--- src/rtl/debounce_bank.sv ---
// Bank of independent switch debouncers with level, edge, long-press and autorepeat outputs.
// Define DEBOUNCE_BANK_AUTOREPEAT_EN to build the autorepeat counters; otherwise repeat_o is tied to 0.
module debounce_bank #(
    parameter int unsigned CHANNELS = 8,
    parameter int unsigned DELAY    = 250000,
    parameter int unsigned HOLD     = 25000000,
    parameter int unsigned REPEAT   = 6250000
) (
    input  logic                clock,
    input  logic                reset,
    input  logic [CHANNELS-1:0] noisy_i,
    output logic [CHANNELS-1:0] clean_o,
    output logic [CHANNELS-1:0] rise_o,
    output logic [CHANNELS-1:0] fall_o,
    output logic [CHANNELS-1:0] held_o,
    output logic [CHANNELS-1:0] repeat_o,
    output logic                any_change_o
);

    localparam int unsigned DW = $clog2(DELAY + 1);
    localparam int unsigned HW = $clog2(HOLD + 1);

    if (CHANNELS < 32'd1 || CHANNELS > 32'd32 ||
        DELAY < 32'd1 || DELAY > 32'd16777215 ||
        HOLD < 32'd1 || HOLD > 32'd67108863 ||
        REPEAT < 32'd1 || REPEAT > 32'd16777215) begin : g_param_check
        $error("debounce_bank: parameter out of range");
    end

    logic [CHANNELS-1:0]         sync1_q, sync2_q;
    logic [CHANNELS-1:0]         cand_q, cand_d;
    logic [CHANNELS-1:0][DW-1:0] dcnt_q, dcnt_d;
    logic [CHANNELS-1:0][HW-1:0] hcnt_q, hcnt_d;
    logic [CHANNELS-1:0]         clean_q, clean_d;
    logic [CHANNELS-1:0]         rise_q, rise_d;
    logic [CHANNELS-1:0]         fall_q, fall_d;
    logic [CHANNELS-1:0]         held_q, held_d;
    logic                        any_q, any_d;

    // Stability tracking, clean level, edge pulses and long-press detection
    always_comb begin
        cand_d  = cand_q;
        dcnt_d  = dcnt_q;
        hcnt_d  = hcnt_q;
        clean_d = clean_q;
        rise_d  = '0;
        fall_d  = '0;
        held_d  = '0;
        for (int i = 0; i < int'(CHANNELS); i++) begin
            if (sync2_q[i] != cand_q[i]) begin
                cand_d[i] = sync2_q[i];
                dcnt_d[i] = '0;
            end else if (dcnt_q[i] != DW'(DELAY)) begin
                dcnt_d[i] = dcnt_q[i] + DW'(1);
            end

            if (dcnt_q[i] == DW'(DELAY)) begin
                clean_d[i] = cand_q[i];
            end

            rise_d[i] = clean_d[i] & ~clean_q[i];
            fall_d[i] = ~clean_d[i] & clean_q[i];

            // Hold count restarts at every rise so held lands exactly HOLD cycles later
            if (!clean_d[i] || rise_d[i]) begin
                hcnt_d[i] = '0;
            end else if (hcnt_q[i] != HW'(HOLD)) begin
                hcnt_d[i] = hcnt_q[i] + HW'(1);
            end

            held_d[i] = clean_d[i] && (hcnt_d[i] == HW'(HOLD));
        end
        any_d = |(rise_d | fall_d);
    end

    always_ff @(posedge clock) begin
        if (reset) begin
            sync1_q <= '0;
            sync2_q <= '0;
            cand_q  <= '0;
            dcnt_q  <= '0;
            hcnt_q  <= '0;
            clean_q <= '0;
            rise_q  <= '0;
            fall_q  <= '0;
            held_q  <= '0;
            any_q   <= 1'b0;
        end else begin
            sync1_q <= noisy_i;
            sync2_q <= sync1_q;
            cand_q  <= cand_d;
            dcnt_q  <= dcnt_d;
            hcnt_q  <= hcnt_d;
            clean_q <= clean_d;
            rise_q  <= rise_d;
            fall_q  <= fall_d;
            held_q  <= held_d;
            any_q   <= any_d;
        end
    end

`ifdef DEBOUNCE_BANK_AUTOREPEAT_EN
    localparam int unsigned RW = $clog2(REPEAT + 1);

    logic [CHANNELS-1:0][RW-1:0] rcnt_q, rcnt_d;
    logic [CHANNELS-1:0]         rep_q, rep_d;

    // First pulse when held asserts, then one every REPEAT cycles while held
    always_comb begin
        rcnt_d = '0;
        rep_d  = '0;
        for (int i = 0; i < int'(CHANNELS); i++) begin
            if (held_d[i]) begin
                if (!held_q[i] || rcnt_q[i] == RW'(REPEAT - 1)) begin
                    rep_d[i]  = 1'b1;
                    rcnt_d[i] = '0;
                end else begin
                    rcnt_d[i] = rcnt_q[i] + RW'(1);
                end
            end
        end
    end

    always_ff @(posedge clock) begin
        if (reset) begin
            rcnt_q <= '0;
            rep_q  <= '0;
        end else begin
            rcnt_q <= rcnt_d;
            rep_q  <= rep_d;
        end
    end

    assign repeat_o = rep_q;
`else
    assign repeat_o = '0;
`endif

    assign clean_o      = clean_q;
    assign rise_o       = rise_q;
    assign fall_o       = fall_q;
    assign held_o       = held_q;
    assign any_change_o = any_q;

endmodule

--- config.mk ---
export PLATFORM = sky130hd
export DESIGN_NAME = debounce_bank
export DESIGN_NICKNAME = d
export VERILOG_FILES = /design/src/rtl/debounce_bank.sv
export SDC_FILE = /design/constraint.sdc
export NUM_CORES = 1
export LEC_CHECK = 0
export ABC_AREA = 1
export CAP_MARGIN = 20
export CORE_MARGIN = 4
export CORE_UTILIZATION = 35
export DETAILED_ROUTE_END_ITERATION = 12
export PLACE_DENSITY = 0.61
export SYNTH_ARGS = -nofsm -noshare
export SYNTH_HDL_FRONTEND = slang
export SYNTH_SLANG_ARGS = --single-unit
--- constraint.sdc ---
create_clock -name clock -period 3.15 [get_ports clock]
set_input_delay 0.63 -clock clock [delete_from_list [all_inputs] [get_ports clock]]
set_output_delay 0.63 -clock clock [all_outputs]
set_load 0.005 [all_outputs]
==> flow_summary.ini, run 1 <==
[die]
fp.dieH_um = 256.1
dieArea_um2 = 65590
io_pins = 51
core_um2 = 60700
die_w_um = 256.1
rows = 90
start_util = 0.3550

[power]
power.density_nw_per_um2 = 463.9
p_int_mw = 8.915
leakage_nw = 8.667
clkPwrFrac = 0.529
pwr-share-seq = 0.450
power_frac_comb = 0.021
switching_share = 0.2194
irDropWorstVdd_uv = 373.4
power.net_switching_mw = 2.506

[sta]
drv_slew = 0
hold_violations = 0
worst_slack_ns = 0.6086
skew_ns = 0.02829
fmax_ghz = 0.3935
worstMarginPinSlew_ns = 0.7306
setup_violations = 0
setup-tns-final_ns = 0
fin_crit_sh = 0.8068
relSlewSlack = 0.5124
rsz0062_at_grt = no
post-route-min-period_ns = 2.541

[finish]
multi_input_area_um2 = 11500
nNetsFinal = 3472
nFillCells = 6317
biggestRegsByFlops = hcnt_q: 200 flops, dcnt_q: 144 flops
layout.area.seq_um2 = 8028
diodes = 0
largest_register_ffs = 200
synthToLayoutAreaGrowth_pct = 14.28
regMostFlops = hcnt_q
final_layout_size_suffix_gt1_frac = 0.05894

[yosys]
syn_area_um2 = 21540
synthXorXnorAreaFrac = 0.02236
yosysWarnings = 0
synth_mux_area_frac = 0
synth_top_family_by_area = simple AND/OR/NAND/NOR gates
avgSynthCellArea_um2 = 6.447
synth_ff_type = dfxtp_1
synth_compound_area_frac = 0.07498
synth_fa_ha_area_frac = 0.03252
synth-seq-cells = 401
synth_top_area_cell = dfxtp_1
synthSimpleGateAreaFrac = 0.4026
synth-edff-count = 0
yosysTopAreaCellShare = 0.3726
synth-seq-area-share = 0.3726
ys_async_sr_fraction = 0
synthTopCellsByArea = dfxtp_1 37%, nor2_1 13%, nand2_1 12%, inv_1 8.2%, nand3_1 5.5%
yosysUniqueCellTypes = 43
synthCells = 3342

[setup_path]
arrival_ns = 3.07
worst_setup_path_start_kind = flop
reg2reg_slack_ns = 0.61
crit_required_ns = 3.68
path_class = flop to flop
timing.rr.start = dcnt_q[54]
crit_path_end_kind = flop
r2r-end = held_o[3]
worstPathMaxFanout = 10
reg2reg_depth = 14

[run]
cap_violations = 0

[clocking]
clk_pin_slew_worst_paths_ns = 0.06
numCtsBuffers = 47
cts.sinks = 401
cts_resized = 0
cts_root_buf = clkbuf_16
clock_path_buffers = 3
tritoncts = built
cts_setup_buffers = 0
cts_hold_buf = 0
cts_max_level = 2
worstSkewPairLatency_ns = 0.60

[routing]
remaining_drc_errors = 0
first_pass_iters = 5
wl_per_cell_um = 12.49
first_iter_violations = 1335
viasPerCell = 4.740
routed_wl_um = 52800
antenna_left = 0
via_count = 20031

[hold_path]
min_from = reset
hold-path-endpoint = cand_q[5]
hp-class = primary input to flop
hold_depth = 2

[placement]
place_congestion = 0.9083
hpwl_um = 39190
pre_cts_ws_ns = 0.6370
placement.io_buffers = 42

[global_routing]
grt_max_degree = 52
grt_usage = 0.1578
overflow = 0
grt_antenna_before_repair = 0
grt_pass1_vias = 18641
grt_pass1_wl_um = 89380

[run_status]
outcome = finished, final reports clean
## cells in the mapped netlist, drive strengths merged (2+ instances only)
cell type	n
a21o	3
nand4	93
nand3	244
nand3b	10
and2	2
a31oi	8
or3	5
nor3	141
xnor2	11
dfxtp	401
buf	23
nor2	766
o21ai	139
o211ai	2
ha	56
a21oi	148
nand2	691
inv	473
nor3b	2
clkbuf	34
and3	4
clkinv	2
nor4	19
or2	8
xor2	44
o21bai	8
o21a	2
## area by class of cell
type,count,area share
clock inverters,31,0.01896
flip-flops and latches,401,0.3260
inverters,475,0.07242
well taps,782,0.03974
multi-input cells,2416,0.4671
clock buffers,56,0.05158
repair buffers,65,0.02414
## routing by layer
| metal | routed length, um | vias to the layer above | track usage |
|---|---|---|---|
| met3 | 2343 | 84 | 0.02622 |
| li1 | - | 10767 | - |
| met5 | 0 | - | 0 |
| met1 | 26210 | 8813 | 0.2195 |
| met4 | 1266 | 0 | 0.04541 |
| met2 | 22980 | 367 | 0.2528 |
## worst max-delay path by stage
| stage | start | to | depth (start not counted) |
|---|---|---|---|
| after floorplan | dcnt_q[0] | held_o[0] | 16 |
| after global placement | dcnt_q[72] | held_o[4] | 14 |
| after detailed placement | dcnt_q[90] | held_o[5] | 14 |
| after CTS | dcnt_q[90] | held_o[5] | 14 |
| after global routing | dcnt_q[90] | held_o[5] | 14 |
| final | dcnt_q[54] | held_o[3] | 14 |
## logic make-up (layout without fill, tap and decap cells)
logic type                 count (synthesis)  count (layout)
other                                      1               8
adders and majority gates                 56              56
xor gates and xnor gates                  55              55
DFF                                      401             401
and+or+nand+nor                         1985            1985
AOI/OAI and AO/OA                        312             312
buffers and inverters                    532             627
## through the flow
stage               cells  hold slack (ns)  power (mW)    util  instance area (um^2)
floorplan            3349           0.3883       5.414       -                 21570
global placement     4139           0.3995       5.489  0.3770                 22880
detailed placement   4139           0.4053       5.490  0.3770                 22880
CTS                  4226           0.3354       11.62  0.4056                 24620
global route         4226           0.3626       11.85  0.4056                 24620
finish               4226           0.3723       11.42  0.4056                 24620
## cells in the final DEF (no fill, tap or decap), types with 23 or more instances in the layout
master	synthesis	final
inv_1	468	468
o21ai_0	134	134
nand3_1	237	237
nor3_1	117	117
xor2_1	44	44
clkbuf_16	0	47
buf_4	9	23
nand2_1	676	676
ha_1	56	56
nor2_1	730	730
a21oi_1	148	148
nand4_1	92	92
dfxtp_1	401	401
clkdlybuf4s50_1	0	41
nor2_2	25	25
## power by group through the flow
stage | logic [mW] | registers (mW) | clock network, mW
final | 0.238 | 5.14 | 6.04
after floorplan | 0.171 | 5.24 | 0
after detailed placement | 0.240 | 5.25 | 0
after global routing | 0.275 | 5.14 | 6.44
after CTS | 0.241 | 5.14 | 6.24
after global placement | 0.239 | 5.25 | 0
## critical path, cell delays in order (launching register included)
cell,delay (ns)
dfxtp_1,0.38
inv_1,0.06
ha_1,0.18
nand4_1,0.08
nor2_1,0.06
nand2_1,0.14
nand2_1,0.09
nand2_1,0.11
ha_1,0.48
inv_1,0.21
nor3_1,0.23
nand3_1,0.10
nor3_1,0.17
nand3_1,0.10
nor2_1,0.09
Power figures use the tool's default switching activity.
==> inputs of run 2 (changes only) <==
--- a/config.mk
+++ b/config.mk
@@ -10,7 +10,7 @@
 export CORE_MARGIN = 4
 export CORE_UTILIZATION = 35
 export DETAILED_ROUTE_END_ITERATION = 12
-export PLACE_DENSITY = 0.61
+export PLACE_DENSITY = 0.63
 export SYNTH_ARGS = -nofsm -noshare
 export SYNTH_HDL_FRONTEND = slang
 export SYNTH_SLANG_ARGS = --single-unit
==> constraint.sdc (replaced) <==
create_clock -name clock -period 2.1 [get_ports clock]
set_input_delay 0.42 -clock clock [delete_from_list [all_inputs] [get_ports clock]]
set_output_delay 0.42 -clock clock [all_outputs]
set_load 0.005 [all_outputs]
==> flow_summary.ini, run 2 (synthesis gave the netlist of run 1 again) <==
[run_status]
outcome = finished, final reports clean

[sta]
rsz0062_at_grt = yes
worstMarginPinSlew_ns = 0.5005
skew_ns = 0.02168
fin_crit_sh = 0.9961
post-route-min-period_ns = 2.092
hold_violations = 0
setup_violations = 0
fmax_ghz = 0.4781
setup-tns-final_ns = 0
drv_slew = 0
relSlewSlack = 0.6638

[power]
switching_share = 0.2211
finalPower_mw = 16.18
power.density_nw_per_um2 = 586.8
irDropWorstVdd_uv = 524.9
power.net_switching_mw = 3.578
power_frac_comb = 0.029
p_int_mw = 12.61
clkPwrFrac = 0.496
leakage_nw = 10.13
pwr-share-seq = 0.476

[finish]
biggestRegsByFlops = hcnt_q: 200 flops, dcnt_q: 144 flops
nNetsFinal = 3783
postLayoutCellArea_um2 = 27580
layout_common_cells = 694 x nor2_1, 649 x nand2_1, 443 x inv_1
regMostFlops = hcnt_q
synthToLayoutAreaGrowth_pct = 28.02
final_layout_size_suffix_gt1_frac = 0.1804
final_common_cell = nor2_1
diodes = 0
nFillCells = 6099
largest_register_ffs = 200
postLayoutCoreUtil = 0.4544
stdcell_count = 4535

[clocking]
cts_root_buf = clkbuf_16
numCtsBuffers = 46
cts.sinks = 401
worstSkewPairLatency_ns = 0.58
clock_path_buffers = 3
clk_pin_slew_worst_paths_ns = 0.06
tritoncts = built
cts_max_level = 2

[routing]
via_count = 21482
viasPerCell = 4.737
first_iter_violations = 1458
antenna_left = 0
routed_wl_um = 55510
wl_per_cell_um = 12.24
first_pass_iters = 6
remaining_drc_errors = 0

[hold_path]
min_from = reset
hp-class = primary input to flop
hold-path-endpoint = rise_o[6]
hold_depth = 2

[die]
die_w_um = 256.1
start_util = 0.3550
core_um2 = 60700
fp.dieH_um = 256.1
dieArea_um2 = 65590
io_pins = 51
rows = 90

[global_routing]
grt_pass1_vias = 19701
grt_antenna_before_repair = 0
overflow = 0
grt_pass1_wl_um = 91240
grt_usage = 0.1599
grt_max_degree = 42

[placement]
hpwl_um = 41050
dp_cells = 4423
placement.io_buffers = 42
dpl_cell_area_um2 = 25080
place_congestion = 0.9390

[setup_path]
crit_path_end_kind = flop
worst_setup_path_start_kind = flop
path_class = flop to flop
timing.rr.start = dcnt_q[76]
reg2reg_depth = 14
crit_required_ns = 2.59
r2r-end = held_o[4]
reg2reg_slack_ns = 0.008
arrival_ns = 2.58
worstPathMaxFanout = 7

[run]
cap_violations = 0
==> run 2: cell count changes in the layout (fill, tap and decap cells not counted), sizes merged <==
cell,delta
buf,+308
bufinv,-7
clkbuf,+15
clkinv,-7
==> run 2: repair_timing <==
action                                  CTS  global route
setup buffers                             5            19
cloned                                    0             4
endpoints found under the setup margin   15            25
gates resized for setup                  58           183
hold buffers                              0             0
pin swaps                                 7           106
==> run 2: final cells by class <==
cell class              count  area, um^2  area share
clock buffers              68        1325     0.04804
inverters                 475        1807     0.06551
well taps                 782       978.4     0.03547
repair buffers            376        3123      0.1132
repair inverters            1       5.005   0.0001815
clock inverters            16       181.4    0.006578
flip-flops and latches    401        8059      0.2922
multi-input cells        2416       12100      0.4388
==> run 2: how the worst max path moves through the flow <==
| stage | cells after the start | slack [ns] | end | start |
|---|---|---|---|---|
| final | 14 | 0.008 | held_o[4] | dcnt_q[76] |
| after floorplan | 16 | -0.03 | held_o[0] | dcnt_q[0] |
| after global routing | 16 | -0.15 | held_o[4] | dcnt_q[73] |
| after global placement | 13 | -0.26 | held_o[3] | dcnt_q[58] |
| after detailed placement | 13 | -0.30 | held_o[3] | dcnt_q[58] |
| after CTS | 16 | 0.005 | held_o[4] | dcnt_q[73] |
==> run 2: layer usage <==
metal / routed length [um] / GRT usage / share of wire / vias up
met5: 0 / 0 / 0 / -
met4: 1067 / 0.03977 / 0.019 / 0
met3: 2087 / 0.02404 / 0.038 / 80
met2: 24990 / 0.2639 / 0.45 / 362
met1: 27360 / 0.2201 / 0.49 / 9646
li1: - / - / - / 11394
==> run 2: per-stage QoR <==
step                setup slack (ns)  hold slack [ns]
CTS                         0.005220           0.1467
finish                      0.008172           0.1938
global route                 -0.1548           0.1761
detailed placement           -0.3023           0.3952
floorplan                   -0.03121           0.3883
global placement             -0.2645           0.3958
==> run 2: power groups by stage <==
| stage | Combinational (mW) | Clock (mW) | Sequential (mW) |
|---|---|---|---|
| floorplan | 0.256 | 0 | 7.87 |
| global placement | 0.437 | 0 | 7.86 |
| detailed placement | 0.442 | 0 | 7.86 |
| CTS | 0.445 | 8.28 | 7.69 |
| global route | 0.522 | 8.58 | 7.70 |
| finish | 0.462 | 8.02 | 7.70 |
==> run 2: critical path, stage by stage, from the launching register on <==
cell       delay, ns
dfxtp_2         0.33
inv_2           0.04
nor2_2          0.11
nand3_1         0.08
nor2_2          0.20
nand2_1         0.12
nand2_2         0.10
nand2_2         0.07
ha_4            0.21
clkbuf_16       0.17
nand3_2         0.08
nand4_1         0.14
nor2_2          0.15
nand3_1         0.07
nor2_1          0.12
